[src/rtl/wb_lite_master.sv]
// Wishbone classic initiator: turns valid/ready commands into single or fixed-length
// incrementing bus transfers and returns one response (data + status) per beat.
module wb_lite_master #(
  parameter int TIMEOUT = 255,
  parameter int LEN_W   = 4,
  parameter int ADR_INC = 4
) (
  input  logic             wb_clk_i,
  input  logic             wb_rst_ni,
  input  logic             cmd_valid,
  output logic             cmd_ready,
  input  logic             cmd_we,
  input  logic [31:0]      cmd_adr,
  input  logic [31:0]      cmd_dat,
  input  logic [3:0]       cmd_sel,
  input  logic [LEN_W-1:0] cmd_len,
  output logic             rsp_valid,
  input  logic             rsp_ready,
  output logic [31:0]      rsp_dat,
  output logic             rsp_err,
  output logic             rsp_timeout,
  output logic             rsp_last,
  output logic             wbm_cyc_o,
  output logic             wbm_stb_o,
  output logic             wbm_we_o,
  output logic [3:0]       wbm_sel_o,
  output logic [31:0]      wbm_adr_o,
  output logic [31:0]      wbm_dat_o,
  input  logic [31:0]      wbm_dat_i,
  input  logic             wbm_ack_i,
  input  logic             wbm_err_i
);

  typedef enum logic [1:0] {IDLE, BUS, RESP} state_t;

  localparam logic [15:0] TIMER_LAST = 16'(TIMEOUT - 1);
  localparam logic [31:0] ADR_STEP   = 32'(ADR_INC);

  state_t           state, state_nx;
  logic [LEN_W-1:0] beats, beats_nx;
  logic [15:0]      timer, timer_nx;

  logic             cmd_ready_nx;
  logic             cyc_nx, stb_nx, we_nx;
  logic [3:0]       sel_nx;
  logic [31:0]      adr_nx, dat_nx;
  logic             rsp_valid_nx, rsp_err_nx, rsp_timeout_nx, rsp_last_nx;
  logic [31:0]      rsp_dat_nx;

  logic             cmd_fire, rsp_fire;
  logic             bus_ack, bus_err, bus_to, bus_done;

  assign cmd_fire = cmd_valid && cmd_ready;
  assign rsp_fire = rsp_valid && rsp_ready;

  // err beats ack; a real ack/err on the final timer edge beats the timeout
  assign bus_err  = wbm_cyc_o && wbm_err_i;
  assign bus_ack  = wbm_cyc_o && wbm_ack_i && !wbm_err_i;
  assign bus_to   = wbm_cyc_o && !wbm_ack_i && !wbm_err_i && (timer == TIMER_LAST);
  assign bus_done = bus_ack || bus_err || bus_to;

  always_ff @(posedge wb_clk_i or negedge wb_rst_ni) begin
    if (!wb_rst_ni) begin
      state       <= IDLE;
      beats       <= '0;
      timer       <= '0;
      cmd_ready   <= 1'b1;
      wbm_cyc_o   <= 1'b0;
      wbm_stb_o   <= 1'b0;
      wbm_we_o    <= 1'b0;
      wbm_sel_o   <= '0;
      wbm_adr_o   <= '0;
      wbm_dat_o   <= '0;
      rsp_valid   <= 1'b0;
      rsp_dat     <= '0;
      rsp_err     <= 1'b0;
      rsp_timeout <= 1'b0;
      rsp_last    <= 1'b0;
    end else begin
      state       <= state_nx;
      beats       <= beats_nx;
      timer       <= timer_nx;
      cmd_ready   <= cmd_ready_nx;
      wbm_cyc_o   <= cyc_nx;
      wbm_stb_o   <= stb_nx;
      wbm_we_o    <= we_nx;
      wbm_sel_o   <= sel_nx;
      wbm_adr_o   <= adr_nx;
      wbm_dat_o   <= dat_nx;
      rsp_valid   <= rsp_valid_nx;
      rsp_dat     <= rsp_dat_nx;
      rsp_err     <= rsp_err_nx;
      rsp_timeout <= rsp_timeout_nx;
      rsp_last    <= rsp_last_nx;
    end
  end

  always_comb begin
    state_nx = state;
    unique case (state)
      IDLE:    if (cmd_fire) state_nx = BUS;
      BUS:     if (bus_done) state_nx = RESP;
      RESP:    if (rsp_fire) state_nx = rsp_last ? IDLE : BUS;
      default: state_nx = IDLE;
    endcase
  end

  // Next values for every registered output; anything not touched holds its value
  always_comb begin
    beats_nx       = beats;
    timer_nx       = timer;
    cmd_ready_nx   = cmd_ready;
    cyc_nx         = wbm_cyc_o;
    stb_nx         = wbm_stb_o;
    we_nx          = wbm_we_o;
    sel_nx         = wbm_sel_o;
    adr_nx         = wbm_adr_o;
    dat_nx         = wbm_dat_o;
    rsp_valid_nx   = rsp_valid;
    rsp_dat_nx     = rsp_dat;
    rsp_err_nx     = rsp_err;
    rsp_timeout_nx = rsp_timeout;
    rsp_last_nx    = rsp_last;
    unique case (state)
      IDLE: begin
        if (cmd_fire) begin
          cmd_ready_nx = 1'b0;
          cyc_nx       = 1'b1;
          stb_nx       = 1'b1;
          we_nx        = cmd_we;
          sel_nx       = cmd_sel;
          adr_nx       = cmd_adr;
          dat_nx       = cmd_dat;
          beats_nx     = cmd_len;
          timer_nx     = '0;
        end
      end
      BUS: begin
        if (bus_done) begin
          cyc_nx         = 1'b0;
          stb_nx         = 1'b0;
          rsp_valid_nx   = 1'b1;
          rsp_dat_nx     = (bus_ack && !wbm_we_o) ? wbm_dat_i : 32'h0;
          rsp_err_nx     = bus_err;
          rsp_timeout_nx = bus_to;
          rsp_last_nx    = (beats == '0) || bus_err || bus_to;
        end else begin
          timer_nx = timer + 16'd1;
        end
      end
      RESP: begin
        if (rsp_fire) begin
          rsp_valid_nx   = 1'b0;
          rsp_dat_nx     = '0;
          rsp_err_nx     = 1'b0;
          rsp_timeout_nx = 1'b0;
          rsp_last_nx    = 1'b0;
          if (rsp_last) begin
            cmd_ready_nx = 1'b1;
          end else begin
            cyc_nx   = 1'b1;
            stb_nx   = 1'b1;
            adr_nx   = wbm_adr_o + ADR_STEP;
            beats_nx = beats - LEN_W'(1);
            timer_nx = '0;
          end
        end
      end
      default: begin
        cmd_ready_nx = 1'b1;
        cyc_nx       = 1'b0;
        stb_nx       = 1'b0;
        rsp_valid_nx = 1'b0;
      end
    endcase
  end

endmodule
[config.mk]
export PLATFORM = sky130hd
export DESIGN_NAME = wb_lite_master
export DESIGN_NICKNAME = d
export VERILOG_FILES = /design/src/rtl/wb_lite_master.sv
export SDC_FILE = /design/constraint.sdc
export NUM_CORES = 1
export LEC_CHECK = 0
export CORE_MARGIN = 10
export CORE_UTILIZATION = 45
export DETAILED_ROUTE_END_ITERATION = 10
export HOLD_SLACK_MARGIN = 0.08
export PLACE_DENSITY = 0.84
export SLEW_MARGIN = 20
export SYNTH_ARGS = -nofsm -noshare
export SYNTH_HDL_FRONTEND = slang
export SYNTH_SLANG_ARGS = --single-unit
[constraint.sdc]
create_clock -name wb_clk_i -period 2.48 [get_ports wb_clk_i]
set_clock_uncertainty 0.2 [all_clocks]
set_input_delay 0.62 -clock wb_clk_i [delete_from_list [all_inputs] [get_ports wb_clk_i]]
set_output_delay 0.62 -clock wb_clk_i [all_outputs]
set_load 0.02 [all_outputs]
==> key figures, run 1 <==
Cells and area
  – Final Cell Area: 9580 um2
  – Commonest non-fill, non-tap cell in the layout: clkdlybuf4s50_1
  – Area occupied by multi-input gates: 2790 um2
  – Storage element area: 3230 um2
  – Area growth from synthesis to layout: 55.5%
  – Layout cells sized above 1: 11.6%
  – Diode count: 0
  – Most used cells in the layout excluding fill and tap cells: 214 x clkdlybuf4s50_1, 157 x nand2_1, 128 x dfrtp_1
  – Fin nets: 1017
  – Fill cells: 957

Timing
  – Min Tclk post-route: 2.46 ns
  – Slew Limit Fails: 0
  – Final Hold Fails: 0
  – Worst-margin pin slew: 0.602 ns
  – Final WS setup: 0.0233 ns
  – Fmax achieved: 407 MHz
  – Setup_tns: 0 ns
  – Part of the cycle the worst path needs: 99.1%
  – Setup violators final: 0
  – Slew margin rel.: 59.7%

Pwr
  – Switching power: 5850 uW
  – Sw frac: 42.6%
  – Clock power share: 19.0%
  – Int Pwr: 7880 uW
  – Gate power share: 52.6%
  – Sequential Power Share: 28.3%
  – Pwr per Cell Area: 1430 nW/um2
  – Leakage Power: 0.00422 uW
  – Maximum VDD drop: 0.000900 V

Synthesis
  – Register area share after synthesis: 52.4%
  – Synth area leaders: dfrtp_1 52%, nand2_1 9.6%, a22o_1 4.5%
  – Post-synth EDFFs: 0
  – Yosys cell types: 57
  – Fraction of registers with async set/reset: 100%
  – Synthesized area per cell: 9.32 um2
  – Post-synth top area share: 52.0%
  – Syn Std Cell Area: 6160 um2
  – Seq cells post-synth: 129
  – Syn Inst Count: 661
  – Synth area leader: dfrtp_1
  – Warnings, synthesis: 0
  – Most used DFF post-synth: dfrtp_1
  – Syn Nets: 776

Clocking
  – CTS Buffer Depth: 2
  – H-tree Lvls: 4
  – CTS clock-pin slew for the worst setup and hold paths: 0.07 ns
  – CTS tree: built
  – CTS sink cnt: 129
  – Total CTS buffers: 17
  – Clock root buffer: clkbuf_16
  – Worst-Skew Late Latency: 0.43 ns

Critical path
  – CP startpoint kind: input pin
  – CP startpoint: wbm_err_i
  – Crit-path max FO: 9
  – Worst R2R Path Depth: 6
  – WP data arrival: 2.60 ns
  – Worst setup EP type: flop
  – Type of the worst setup path: input pin to flop
  – Critical R2R Launch: timer[13]
  – Worst EP required: 2.62 ns

Placement
  – Dpl cell area: 8850 um2
  – Pre-CTS WS: -0.485 ns
  – Input/output buffers: 218
  – Dpl hpwl: 15400 um
  – GPL Wtd Cong: 0.871

Global routing
  – GR peak layer: met2
  – Largest net degree at the start of global routing: 80
  – Met1 usage: 26.5%
  – GRT Resource Usage Total: 22.7%
  – GRT overflow: 0
  – Met2 Use GR: 36.5%
  – First-pass GRT wire length: 33800 um
  – Initial antenna violation count: 0
  – Vias in the first global route: 6307
  – Met3 usage: 9.05%

Die
  – Die W: 137 um
  – # IOs: 219
  – Rows: 42
  – Die height: 137 um
  – Core Box Area: 13300 um2
  – Initial Util: 46.2%
  – Die area: 18800 um2

Detailed routing
  – Drt initial violations: 512
  – DR vias: 6325
  – Final ANT Viol Nets: 0
  – Via-to-Cell Ratio: 5.80
  – DRT Wirelength: 21500 um
  – Per-cell routed wire length: 19.7 um
  – DRC: 0
  – DR pass1 iterations: 4

Worst hold path
  – Hold/Removal Path Class: flop to flop
  – HP Start: wbm_dat_o[5]
  – Hold Crit Depth: 2

Outcome
  – Status: complete, no violations

Run
  – MaxCap Viol Count: 0
[logic make-up (layout without fill, tap and decap cells)]
logic type	Yosys count	in the layout	share of synthesized area, %
DFF	129	129	52.4
adders and majority gates	4	4	0.812
muxes	2	2	0.325
and+or+nand+nor	273	273	20.0
buffers and inverters	55	309	3.98
AOI/OAI and AO/OA	198	198	22.4
[layout make-up]
class | instances | area share [%]
timing repair buffer | 268 | 28.1
clock buffer | 17 | 4.44
multi-input combinational | 477 | 29.1
inverter | 9 | 0.353
tap | 176 | 2.30
sequential | 129 | 33.7
clock inverter | 15 | 1.99
[cell usage after synthesis, types with 2 or more instances]
cell,n
and3_1,12
or4_1,2
a41o_1,2
buf_2,4
a31oi_1,6
a2bb2oi_1,10
a21o_1,9
nor4_1,2
nor2_1,31
inv_1,9
nand2_1,157
o31ai_1,4
clkbuf_1,36
o22ai_1,8
a41oi_1,12
o21a_1,2
a22o_1,32
ha_1,4
o22a_1,2
o41ai_1,3
nand4_1,9
nor2b_1,3
or3_1,5
o21ai_2,3
nand2b_1,2
dfrtp_1,128
and4_1,8
o21ai_0,31
buf_6,4
nor3_1,8
a211oi_1,7
nor3b_1,2
o21ba_2,3
o211ai_1,3
a21oi_1,48
nand3_1,25
and2_1,4
mux2i_1,2
[worst paths after layout]
kind	endpoint	slack, ns
min in group asynchronous	wbm_adr_o[20]	0.52
min	wbm_dat_o[5]	0.27
max	timer[13]	0.02
min reg2reg	wbm_dat_o[5]	0.27
max reg2reg	timer[13]	0.12
max in group asynchronous	cmd_ready	1.12
[power groups by stage]
stage	Sequential [uW]	Clock (uW)	Combinational (uW)
after CTS	3870	2650	7190
after floorplan	4700	0	2780
after global placement	3840	0	6960
after detailed placement	3870	0	7110
final	3890	2610	7230
after global routing	4020	2750	7750
[registers in the layout, summed over array words and instances, names as in the netlist, 2 cells and up]
signal / flops
wbm_dat_o: 32
timer: 16
wbm_sel_o: 4
state: 2
wbm_adr_o: 32
beats: 4
rsp_dat: 32
[per-layer routing]
layer	vias up	part of all wire [%]
met4	0	3.1
li1	2894	-
met5	-	0
met3	60	11
met1	3057	37
met2	314	50
[metrics by stage]
step	util, %	power, uW	hold slack (ns)	std cells
floorplan	-	7470	0.124	661
global placement	66.3	10800	0.257	1057
detailed placement	66.3	11000	0.262	1057
CTS	71.2	13700	0.278	1090
global route	71.8	14500	0.293	1091
finish	71.8	13700	0.273	1091
[worst max-delay path, cell delays in order]
cell and delay, ns:
clkdlybuf4s50_1 0.44, or4_4 0.44, or3_4 0.35, buf_4 0.16, o21ai_4 0.19, o21ai_4 0.15
a41oi_1 0.24
[what timing repair did]
action	4_1_cts	5_1_grt
hold buffers	1	0
setup buffers	0	1
cloned	0	0
endpoints found under the hold margin	128	0
pin swaps	3	1
resized for setup	4	12
endpoints found under the setup margin	11	37
No activity file was read; power rests on OpenSTA's default activity.
==> run 2: changes to the inputs <==
CORE_UTILIZATION = 28   (was 45)
PLACE_DENSITY = 0.58   (was 0.84)
TNS_END_PERCENT = 10   (was default)
==> run 2 against run 1 <==
Cell count grew 10%. Global-route usage shrank 7.9 points. Non-clock buffer count grew 7. Setup slack gained 0.022 ns. Register-to-register slack gained 0.03 ns. Fmax grew 0.90%. Die area grew 51%. Largest cell class unchanged.
==> key figures, run 2 (same netlist as run 1, synthesis figures left out) <==
Die
  – Die height: 168 um (was 137 um)
  – Die area: 28300 um2 (was 18800 um2)
  – Core Box Area: 21800 um2 (was 13300 um2)
  – # IOs: 219 (unchanged)
  – Rows: 54 (was 42)
  – Initial Util: 28.3% (was 46.2%)
  – Die W: 168 um (was 137 um)

Clocking
  – Clock root buffer: clkbuf_16 (unchanged)
  – Total CTS buffers: 17 (unchanged)
  – CTS tree: built (unchanged)
  – H-tree Lvls: 4 (unchanged)
  – Worst-Skew Late Latency: 0.42 ns (was 0.43 ns)
  – CTS clock-pin slew for the worst setup and hold paths: 0.06 ns (was 0.07 ns)
  – CTS Buffer Depth: 2 (unchanged)
  – CTS sink cnt: 129 (unchanged)

Cells and area
  – Top Registers: rsp_dat (32), wbm_adr_o (32), wbm_dat_o (32) (unchanged)
  – Most used cells in the layout excluding fill and tap cells: 215 x clkdlybuf4s50_1, 157 x nand2_1, 128 x dfrtp_1 (was 214 x clkdlybuf4s50_1, 157 x nand2_1, 128 x dfrtp_1)
  – Layout cells sized above 1: 11.6% (about the same)
  – Fin nets: 1025 (was 1017)
  – Area growth from synthesis to layout: 58.0% (was 55.5%)
  – Post-route insts no fill: 1202 (was 1091)
  – Commonest non-fill, non-tap cell in the layout: clkdlybuf4s50_1 (unchanged)
  – Diode count: 0 (unchanged)
  – Final core utilization: 44.7% (was 71.8%)

Critical path
  – RR Endpoint: timer[14] (was timer[13])
  – Worst EP required: 1.66 ns (was 2.62 ns)
  – Worst R2R Path Depth: 6 (unchanged)
  – WP data arrival: 1.61 ns (was 2.60 ns)
  – Type of the worst setup path: flop to output port (was input pin to flop)
  – Crit-path max FO: 9 (unchanged)
  – Worst setup EP type: output port (was flop)
  – CP startpoint kind: flop (was input pin)
  – Critical R2R Launch: timer[13] (unchanged)
  – R2r setup slk: 0.15 ns (was 0.12 ns)

Placement
  – Dpl hpwl: 16000 um (was 15400 um)
  – Dpl cells: 1169 (was 1057)
  – Input/output buffers: 218 (unchanged)
  – Pre-CTS WS: -0.487 ns (was -0.485 ns)
  – GPL Wtd Cong: 0.833 (was 0.871)

Worst hold path
  – HP Start: wbm_sel_o[0] (was wbm_dat_o[5])
  – Hold Crit Depth: 2 (unchanged)
  – Worst hold path endpoint: wbm_sel_o[0] (was wbm_dat_o[5])
  – Hold/Removal Path Class: flop to flop (unchanged)

Detailed routing
  – DRT Wirelength: 21800 um (was 21500 um)
  – Final ANT Viol Nets: 0 (unchanged)
  – Via-to-Cell Ratio: 5.00 (was 5.80)
  – Drt initial violations: 359 (was 512)
  – DR pass1 iterations: 4 (unchanged)
  – DRC: 0 (unchanged)
  – DR vias: 6012 (was 6325)
  – Per-cell routed wire length: 18.1 um (was 19.7 um)

Global routing
  – Met1 usage: 18.3% (was 26.5%)
  – Vias in the first global route: 6004 (was 6307)
  – Met3 usage: 4.89% (was 9.05%)
  – GRT Resource Usage Total: 14.8% (was 22.7%)
  – GRT overflow: 0 (unchanged)
  – GR peak layer: met2 (unchanged)
  – Met2 Use GR: 24.0% (was 36.5%)
  – Initial antenna violation count: 0 (unchanged)
  – First-pass GRT wire length: 34200 um (was 33800 um)
  – Largest net degree at the start of global routing: 47 (was 80)

Timing
  – Setup violators final: 0 (unchanged)
  – Slew Limit Fails: 0 (unchanged)
  – Fmax achieved: 411 MHz (was 407 MHz)
  – RSZ-0062 raised after global routing: no
  – Final WS setup: 0.0452 ns (was 0.0233 ns)
  – Min Tclk post-route: 2.43 ns (was 2.46 ns)
  – Final Hold Fails: 0 (unchanged)
  – Worst-margin pin slew: 0.637 ns (was 0.602 ns)
  – Part of the cycle the worst path needs: 98.2% (was 99.1%)
  – Slew margin rel.: 57.3% (was 59.7%)

Run
  – MaxCap Viol Count: 0 (unchanged)

Outcome
  – Status: complete, no violations (unchanged)

Pwr
  – Pwr per Cell Area: 1410 nW/um2 (was 1430 nW/um2)
  – Maximum VDD drop: 0.000508 V (was 0.000900 V)
  – Leakage Power: 0.00425 uW (was 0.00422 uW)
## run 2: worst max-delay path, cell delays in order, from the launching register on
cell,delay (ns)
dfrtp_1,0.35
buf_4,0.18
clkdlybuf4s50_1,0.67
## run 2: per-layer routing
metal	routed length, um	share of wire (%)	up-vias
li1	-	-	2890
met1	9230	42	2954
met2	10800	50	153
met3	1430	6.6	15
met4	290	1.3	0
met5	0	0	-
## run 2: cell type report
cell class	count	area [um2]
fill	2106	12000
sequential	129	3230
multi-input combinational	478	2760
timing repair buffer	275	2750
clock buffer	18	439
tap	280	350
clock inverter	13	176
inverter	9	33.8
## run 2: worst max-delay path by stage
stage	slack [ns]	end	cells past startpoint	startpoint
floorplan	0.05	rsp_dat[0]	7	wbm_ack_i
finish	0.05	wbm_stb_o	2	wbm_stb_o
detailed placement	-0.49	timer[9]	7	wbm_ack_i
global placement	-0.44	timer[12]	7	wbm_ack_i
global route	0.006	wbm_stb_o	2	wbm_stb_o
CTS	0.004	wbm_stb_o	2	wbm_stb_o
## run 2: power breakdown
group	total, uW	switching (uW)	internal, uW
clock	2640	1020	1630
sequential	3810	757	3050
combinational	7250	3910	3350
total	13700	5680	8030
## run 2: metrics by stage
stage,power [uW],area (um2),hold slack (ns),TNS [ns]
CTS,13900,9700,0.275,0
finish,13700,9730,0.270,0
floorplan,7470,6160,0.124,0
global route,14700,9730,0.298,0
global placement,11000,9050,0.257,-22.45
detailed placement,11100,9050,0.261,-24.19
## run 2: timing repair
| action | 4_1_cts | 5_1_grt |
|---|---|---|
| endpoints found under the setup margin | 9 | 44 |
| gates cloned | 0 | 1 |
| hold buffers | 1 | 0 |
| resized for setup | 4 | 5 |
| pin swaps | 0 | 3 |
| endpoints found under the hold margin | 40 | 0 |
| buffers inserted | 0 | 0 |
